$ cat src/rtl/backdoor_rsp.sv
// backdoor_rsp: bank of NUM_REGS registers with a backdoor request/response port.
// A request is captured in IDLE, executed in a single EXEC cycle and answered in
// RESP, which holds the response until bd_rsp_ready. Hardware strobes (hw_we)
// update the registers in parallel; a backdoor write in the same cycle wins.
// Optional feature macro: BACKDOOR_RSP_FORCE_EN enables per-register force flags
// (FORCE/RELEASE opcodes). When undefined, FORCE/RELEASE answer with err=1.
module backdoor_rsp #(
    parameter int unsigned NUM_REGS = 8,
    parameter int unsigned DATA_W   = 32,
    parameter int unsigned ADDR_W   = 4
) (
    input  logic                       clk,
    input  logic                       rst_n,
    input  logic                       bd_req_valid,
    output logic                       bd_req_ready,
    input  logic [1:0]                 bd_req_op,
    input  logic [ADDR_W-1:0]          bd_req_addr,
    input  logic [DATA_W-1:0]          bd_req_wdata,
    output logic                       bd_rsp_valid,
    input  logic                       bd_rsp_ready,
    output logic [DATA_W-1:0]          bd_rsp_rdata,
    output logic                       bd_rsp_err,
    input  logic [NUM_REGS-1:0]        hw_we,
    input  logic [NUM_REGS*DATA_W-1:0] hw_wdata,
    output logic [NUM_REGS*DATA_W-1:0] reg_q,
    output logic [NUM_REGS-1:0]        forced
);

    localparam logic [1:0] OP_READ    = 2'd0;
    localparam logic [1:0] OP_WRITE   = 2'd1;
    localparam logic [1:0] OP_FORCE   = 2'd2;
    localparam logic [1:0] OP_RELEASE = 2'd3;

    // One extra bit so NUM_REGS == 2**ADDR_W is representable.
    localparam logic [ADDR_W:0] NUM_REGS_W = (ADDR_W + 1)'(NUM_REGS);

    typedef enum logic [1:0] {StIdle, StExec, StResp} state_e;

    state_e              r_state;
    state_e              w_state_next;

    logic                w_accept;
    logic                w_rsp_done;
    logic                w_exec;

    logic [1:0]          r_op;
    logic [ADDR_W-1:0]   r_addr;
    logic [DATA_W-1:0]   r_wdata;

    logic [DATA_W-1:0]   r_regs      [NUM_REGS];
    logic [DATA_W-1:0]   w_regs_next [NUM_REGS];

    logic [DATA_W-1:0]   r_rsp_rdata;
    logic                r_rsp_err;

    logic                w_addr_ok;
    logic [NUM_REGS-1:0] w_sel;
    logic [DATA_W-1:0]   w_rd_mux;
    logic                w_is_read;
    logic                w_is_write;
    logic                w_is_force;
    logic                w_is_release;
    logic                w_op_err;
    logic                w_req_err;
    logic [NUM_REGS-1:0] w_bd_load;
    logic [NUM_REGS-1:0] w_hw_ok;

    // FSM state register
    always_ff @(posedge clk) begin
        if (!rst_n) begin
            r_state <= StIdle;
        end else begin
            r_state <= w_state_next;
        end
    end

    // FSM next-state logic
    always_comb begin
        w_state_next = r_state;
        unique case (r_state)
            StIdle:  if (w_accept) w_state_next = StExec;
            StExec:  w_state_next = StResp;
            StResp:  if (w_rsp_done) w_state_next = StIdle;
            default: w_state_next = StIdle;
        endcase
    end

    // FSM outputs and handshake qualifiers
    always_comb begin
        bd_req_ready = 1'b0;
        bd_rsp_valid = 1'b0;
        w_exec       = 1'b0;
        unique case (r_state)
            StIdle:  bd_req_ready = rst_n;
            StExec:  w_exec       = 1'b1;
            StResp:  bd_rsp_valid = 1'b1;
            default: ;
        endcase
        w_accept   = bd_req_valid & bd_req_ready;
        w_rsp_done = bd_rsp_valid & bd_rsp_ready;
    end

    // Request holding registers, loaded on the request handshake
    always_ff @(posedge clk) begin
        if (!rst_n) begin
            r_op    <= OP_READ;
            r_addr  <= '0;
            r_wdata <= '0;
        end else if (w_accept) begin
            r_op    <= bd_req_op;
            r_addr  <= bd_req_addr;
            r_wdata <= bd_req_wdata;
        end
    end

    // Address decode and read mux over the held address
    always_comb begin
        w_addr_ok = ({1'b0, r_addr} < NUM_REGS_W);
        w_rd_mux  = '0;
        for (int i = 0; i < NUM_REGS; i++) begin
            w_sel[i] = (r_addr == ADDR_W'(i));
            if (w_sel[i]) begin
                w_rd_mux = r_regs[i];
            end
        end
    end

    // Opcode decode, error detection and backdoor load strobes
    always_comb begin
        w_is_read    = (r_op == OP_READ);
        w_is_write   = (r_op == OP_WRITE);
        w_is_force   = (r_op == OP_FORCE);
        w_is_release = (r_op == OP_RELEASE);
`ifdef BACKDOOR_RSP_FORCE_EN
        w_op_err     = 1'b0;
`else
        w_op_err     = w_is_force | w_is_release;
`endif
        w_req_err    = ~w_addr_ok | w_op_err;
        for (int i = 0; i < NUM_REGS; i++) begin
            w_bd_load[i] = w_exec & w_sel[i] & ~w_req_err & (w_is_write | w_is_force);
        end
    end

    // Response registers, computed at the end of EXEC and held through RESP
    always_ff @(posedge clk) begin
        if (!rst_n) begin
            r_rsp_rdata <= '0;
            r_rsp_err   <= 1'b0;
        end else if (w_exec) begin
            r_rsp_rdata <= (w_is_read && !w_req_err) ? w_rd_mux : '0;
            r_rsp_err   <= w_req_err;
        end
    end

    assign bd_rsp_rdata = r_rsp_rdata;
    assign bd_rsp_err   = r_rsp_err;

`ifdef BACKDOOR_RSP_FORCE_EN
    logic [NUM_REGS-1:0] r_forced;
    logic [NUM_REGS-1:0] w_forced_next;

    // Force flag next state: FORCE sets, RELEASE clears the addressed flag
    always_comb begin
        w_forced_next = r_forced;
        for (int i = 0; i < NUM_REGS; i++) begin
            if (w_exec && w_sel[i] && !w_req_err) begin
                if (w_is_force) begin
                    w_forced_next[i] = 1'b1;
                end else if (w_is_release) begin
                    w_forced_next[i] = 1'b0;
                end
            end
        end
    end

    // Force flag storage
    always_ff @(posedge clk) begin
        if (!rst_n) begin
            r_forced <= '0;
        end else begin
            r_forced <= w_forced_next;
        end
    end

    // The current flag gates hw_we, so a RELEASE only lets hw updates in next cycle
    assign w_hw_ok = hw_we & ~r_forced;
    assign forced  = r_forced;
`else
    assign w_hw_ok = hw_we;
    assign forced  = '0;
`endif

    // Register next state: backdoor load has priority over the hardware strobe
    always_comb begin
        for (int i = 0; i < NUM_REGS; i++) begin
            w_regs_next[i] = r_regs[i];
            if (w_bd_load[i]) begin
                w_regs_next[i] = r_wdata;
            end else if (w_hw_ok[i]) begin
                w_regs_next[i] = hw_wdata[i*DATA_W +: DATA_W];
            end
        end
    end

    // Register storage
    always_ff @(posedge clk) begin
        if (!rst_n) begin
            for (int i = 0; i < NUM_REGS; i++) begin
                r_regs[i] <= '0;
            end
        end else begin
            for (int i = 0; i < NUM_REGS; i++) begin
                r_regs[i] <= w_regs_next[i];
            end
        end
    end

    for (genvar g = 0; g < NUM_REGS; g++) begin : g_pack
        assign reg_q[g*DATA_W +: DATA_W] = r_regs[g];
    end

endmodule
$ cat config.mk
export PLATFORM = sky130hd
export DESIGN_NAME = backdoor_rsp
export DESIGN_NICKNAME = d
export VERILOG_FILES = /design/src/rtl/backdoor_rsp.sv
export SDC_FILE = /design/constraint.sdc
export NUM_CORES = 1
export LEC_CHECK = 0
export CORE_AREA = 2 2 233 235
export CTS_BUF_LIST = sky130_fd_sc_hd__clkbuf_8
export CTS_CLUSTER_SIZE = 8
export DETAILED_ROUTE_END_ITERATION = 7
export DIE_AREA = 0 0 235 237
export PLACE_DENSITY_LB_ADDON = 0.05
export SLEW_MARGIN = 20
export SYNTH_ARGS = -nofsm -noshare
export SYNTH_HDL_FRONTEND = slang
export SYNTH_SLANG_ARGS = --single-unit
$ cat constraint.sdc
create_clock -name clk -period 1.7 [get_ports clk]
set_input_delay 0.17 -clock clk [delete_from_list [all_inputs] [get_ports clk]]
set_output_delay 0.17 -clock clk [all_outputs]
set_load 0.01 [all_outputs]
=== Yosys cells after proc, flatten, opt, wreduce, memory -nomap -nowiden ===
Memories as Yosys holds them, arrays and structs flattened.
Index checks and enable logic that the tools add are counted.

* Add/sub/neg operators: 0
* $mul: 0
* Divide/modulo/power cells: 0
* Magnitude comparators: 1
* Equal/unequal tests: 14
* Shift operators: 0
* Mux-type cells: 41
* Bitwise gates (word level): 39
* Reductions and logical operators: 6

{| class="wikitable"
|+ Operators by type and width
! kind !! number
|-
| 32-bit 2-to-1 mux || 33
|-
| 1-bit bitwise AND || 26
|-
| 4-bit by 3-bit equality test with 1-bit output (second input constant) || 4
|-
| 1-bit bitwise OR || 11
|-
| 4-bit by 2-bit equality test with 1-bit output (second input constant) || 2
|-
| 2-bit equality test (second input constant) || 3
|-
| 2-bit one-hot mux with 3 select lines || 1
|-
| 1-bit 2-to-1 mux || 5
|-
| 2-bit by 1-bit equality test with 1-bit output (second input constant) || 2
|-
| 4-bit by 1-bit equality test with 1-bit output (second input constant) || 1
|-
| 2-bit zero test || 2
|-
| 4-bit zero test || 1
|-
| 4-bit less-than comparator (second input constant) || 1
|-
| 2-bit 2-to-1 mux || 2
|-
| 2-bit inequality test (second input constant) || 2
|-
| 1-bit NOT || 2
|-
| 2-bit AND reduction || 1
|-
| 1-bit logical AND || 1
|-
| 1-bit zero test || 1
|}

* Bits in registers: 73
* Latch bits: 0
* Memory bits (writable): 256
* Bits in read-only memories: 0
* Bits of input ports: 306
* Output and inout bits: 299
* Memories: 1

{| class="wikitable"
|+ Memory list
! name !! depth !! bits a word !! read ports !! clocked after memory_dff !! wr ports !! line !! RTL
|-
| r_regs || 8 || 32 || 8 || 0 || 8 || 50 || <nowiki>logic [DATA_W-1:0] r_regs [NUM_REGS];</nowiki>
|}

=== Logic depth before layout (Yosys ltp) ===
* Word-level depth: 10
* Depth in mapped cells: 10

=== Worst setup path before layout ===
OpenSTA, ideal clock, no wires.

* Kind: register to register
* Start: reg r_op[0]
* End: mem r_regs[7][4], in the netlist r_regs[1][100]
* Library setup time: 0.146 ns
* Arrival time: 1.624 ns
* Slack: -0.071 ns
* Cell stages (with the launch flop): 10
* Path buffers: 2
* Cell sequence: dfxtp_1 -> inv_1 -> ha_1 -> nor3_4 -> and3_1 -> buf_6 -> nand4_4 -> buf_2 -> nor2_1 -> a211oi_2

{| class="wikitable"
|+ RTL lines
! what !! line !! RTL
|-
| start, declared || 46 || <nowiki>logic [1:0] r_op;</nowiki>
|-
| start signal, assigned || 110 || <nowiki>r_op <= bd_req_op;</nowiki>
|-
| end, declared || 50 ||
|}

==> summary.txt <==
Status
  • Status: complete, but fails checks
  • Failing checks: setup timing

Timing
  • WHS: 0.0380 ns
  • Setup Viol. Count Final: 281
  • RSZ-0062 raised after global routing: true
  • Clock skew: 0.0294 ns
  • Hold Vio Cnt, Final: 0
  • Fmax achieved: 527 MHz
  • Pins Over Slew Limit: 0
  • Least-Margin Pin Slew: 0.902 ns
  • Final period util: 1.12
  • Slew HR: 0.399
  • Setup tns final: -31.52 ns
  • Final Worst Setup Slack: -0.197 ns
  • Post-route minimum period: between 1.5 and 2 ns

Placement
  • Port buffer count: ~600
  • Placer congestion estimate: 0.896
  • DP Cell Count: 3155
  • Hpwl dp: 63900 µm

Global routing
  • Vias in the first global route: 18.1k
  • Largest net degree at the start of global routing: 151
  • Remaining Overflow, GRT: 0
  • Global-route wire length before repair: 122000 µm
  • GR Util All Layers: 0.294
  • Initial antenna violation count: 15

Power and ir drop
  • Power per Cell Area: 754 mW/mm²
  • Combinational power share: 0.200
  • Int Power: 14.8 mW
  • Sequential share of power: 0.419
  • Peak VDD IR: about 520 µV
  • Static leakage: between 10 and 15 nW
  • Clock share of power: 0.381
  • Sw Ratio: 0.289
  • Net Switching: 6.00 mW

Logic synthesis
  • Sequential-to-total area share from yosys stat: 0.397
  • Yosys top cell area share: 0.397
  • Area contributors post-synth: dfxtp_1 40%, mux2_2 11%, mux2i_1 5.9%
  • Synth cell types: 53
  • Area leader, netlist: dfxtp_1
  • Warning count from the yosys run: 0
  • Cell Area, Synth: 0.0166 mm²
  • Synthesized flop and latch total: ~330
  • EDFF count, synth: 0
  • Ys async rst share: 0
  • Synth Area per Inst: 8.66 µm²
  • Main synth FF type: dfxtp_1
  • Synthesized instance count: 1917

Clock network
  • Reg clk slew, reported paths: about 0.06 ns
  • Num CTS Buffers: between 60 and 70
  • Worst-Skew Late Latency: 0.67 ns
  • TritonCTS clock tree: yes
  • H-Tree Depth: 2
  • Longest Clk Path Bufs: 3
  • Clock Sinks: 329
  • Clk root buf: clkbuf_8

Layout
  • Final core utilization: 0.517
  • Nets: 2908
  • Final Non-Filler Cells: 3343
  • P&R area growth vs syn: 65.9%
  • Share of cells above drive strength 1: 0.288

Hold path
  • Hold WC Path Type: in -> reg

Critical path
  • Worst Path Buf+Inv: 3
  • Startpoint type of the worst setup path: register
  • Worst path required time: 2.20 ns
  • Crit-path leading delay family: simple AND/OR/NAND/NOR gates
  • Crit-path max FO: 5
  • CP arrival: 2.40 ns
  • Worst path cell trace: ha_4 -> nor3_4 -> and3_4 -> buf_4 -> nand4_4 -> buf_6 -> clkbuf_16 -> nor2_2 -> a211oi_2
  • Crit path largest cell delay: around 0.37 ns
  • WS Path Type: reg -> reg
  • Worst path slowest cell: dfxtp_4
  • Worst Setup End Kind: register

Drt
  • WL per Instance: 26.0 µm
  • DR iter-0 viols: between 1k and 1.5k
  • DR pass1 iterations: 5
  • Vias post-DR: between 15k and 20k
  • Antenna-violating nets left: 0
  • DRC: 0
  • Routed Wire Length: 87100 µm
  • Vias/cell: 5.33

Die
  • Die Y: 237 µm
  • Initial Util: 0.312
  • Num rows: 85
  • Die W: 235 µm
  • Core area: roughly 0.053 mm²
  • I/O pin count: between 600 and 700
  • Die area: 0.0557 mm²

Job
  • Total of max-cap violations: 0
## kinds of logic (layout without fill, tap and decap cells)
kind of cell               Yosys count  count (layout)  share of synthesized area
AOI/OAI and AO/OA                  572             572                      0.228
and+or+nand+nor                    532             532                      0.146
DFF                                329             329                      0.397
muxes                              254             254                      0.165
buffers and inverters              226             942                     0.0623
adders and majority gates            3               3                    0.00226
other                                1              15                   0.000226
## cell usage in the layout, fill, tap and decap left out, drive strengths merged, types with 4 or more instances in the layout
master         netlist  routed
buf                 98     201
clkbuf              94      95
nand3              166     166
inv                 34      52
dlygate4sd2          0     259
nand2b               4       4
diode                0       7
nand4                4       4
dlymetal6s2s         0      29
mux2               156     156
o2111ai              4       4
conb                 1       8
and2                 4       4
a211oi              63      63
nand2              230     230
o21ai              241     241
a21oi               84      84
nor2               100     100
clkdlybuf4s50        0     296
o221ai              25      25
mux2i               98      98
nor2b               11      11
dfxtp              329     329
a221oi               4       4
a21boi              36      36
o211ai              26      26
a31oi                6       6
o211a               33      33
or3                  4       4
a32oi                8       8
a22oi               33      33
## Yosys cell counts (3+ instances only)
master and count:
mux2i_1 98, buf_4 14, nand2_1 229, a21boi_1 26, o211ai_1 26, o211a_1 33
mux2_2 156, a211oi_1 31, o21ai_1 52, o31a_1 3, or3_1 4, ha_1 3
nor2_1 100, a21boi_0 10, and2_1 4, nor2b_1 10, a22oi_1 33, o221ai_1 25
a21oi_1 84, dfxtp_1 329, a31oi_1 6, inv_1 32, nand3_1 161, a32oi_1 8
buf_2 56, nand2b_1 4, buf_1 20, o2111ai_1 4, a221oi_1 4, o21ai_0 189
o221a_2 3, clkbuf_1 93, a211oi_2 32, buf_6 8, nand3_4 5
## through the flow
| step | instance area, µm² | power, mW | worst slack (ns) |
|---|---|---|---|
| 6_report | 27500 | 20.8 | -0.197 |
| 5_1_grt | 27500 | 21.6 | -0.277 |
| 4_1_cts | 26400 | 20.8 | -0.154 |
| 3_5_place_dp | 24000 | 12.8 | -0.307 |
| 3_3_place_gp | 24000 | 12.8 | -0.306 |
| 2_1_floorplan | 16700 | 10.4 | 0.000736 |
## layout make-up
type | instances | area (µm²)
Antenna cell | 7 | 17.5
Clock buffer | 79 | 1090
Clock inverter | 25 | 154
Fill cell | 5118 | 25700
Inverter | 34 | 136
Multi-Input combinational cell | 1369 | 10100
Sequential cell | 329 | 6680
Tap cell | 696 | 871
Timing Repair Buffer | 803 | 8470
Timing Repair inverter | 1 | 7.51
## sequential cells by signal, indices dropped and copies added, names as in the netlist
name	count
r_wdata	32
bd_rsp_rdata	32
r_state	2
r_addr	4
bd_rsp_err	1
r_op	2
r_regs	256
## per-layer routing
| metal | share of wire | vias up | GRT usage |
|---|---|---|---|
| li1 | - | 8334 | - |
| met2 | 0.52 | 585 | 0.547 |
| met5 | 0.00098 | - | 0 |
| met3 | 0.057 | 136 | 0.0613 |
| met4 | 0.034 | 12 | 0.111 |
| met1 | 0.39 | 8766 | 0.328 |
## tightest hold or removal path: stages
cell and delay, ns:
clkbuf_8 0.14, buf_12 0.20, o21a_1 0.15
## path summary, 6_finish.rpt
| kind | from | end | slack [ns] | depth (start not counted) |
|---|---|---|---|---|
| setup reg to reg | r_op[1]$_SDFFE_PN0P_ | r_regs[1][100]$_SDFFE_PN0P_ | -0.20 | 9 |
| hold / removal | rst_n | r_state[1]$_SDFFE_PN0P_ | 0.04 | 3 |
| setup / recovery | r_op[1]$_SDFFE_PN0P_ | r_regs[1][100]$_SDFFE_PN0P_ | -0.20 | 9 |
| hold reg to reg | r_wdata[29]$_SDFFE_PN0P_ | r_wdata[29]$_SDFFE_PN0P_ | 0.52 | 2 |
## repair_timing
| item | in CTS | in global routing |
|---|---|---|
| hold buffers | 0 | 0 |
| cloned | 18 | 17 |
| setup endpoints to repair | 571 | 318 |
| gates resized for setup | 526 | 199 |
| endpoints found under the hold margin | 0 | 0 |
| setup buffers | 33 | 16 |
| pin swaps | 53 | 36 |
## power groups by stage
stage | clock [mW] | sequential, mW | combinational [mW]
after CTS | 8.07 | 8.70 | 4.00
after floorplan | 0 | 8.78 | 1.59
after global placement | 0 | 8.84 | 3.96
after global routing | 8.40 | 8.75 | 4.42
after detailed placement | 0 | 8.85 | 3.98
final | 7.92 | 8.71 | 4.15
Note: power is estimated with default switching activity, not from simulation.
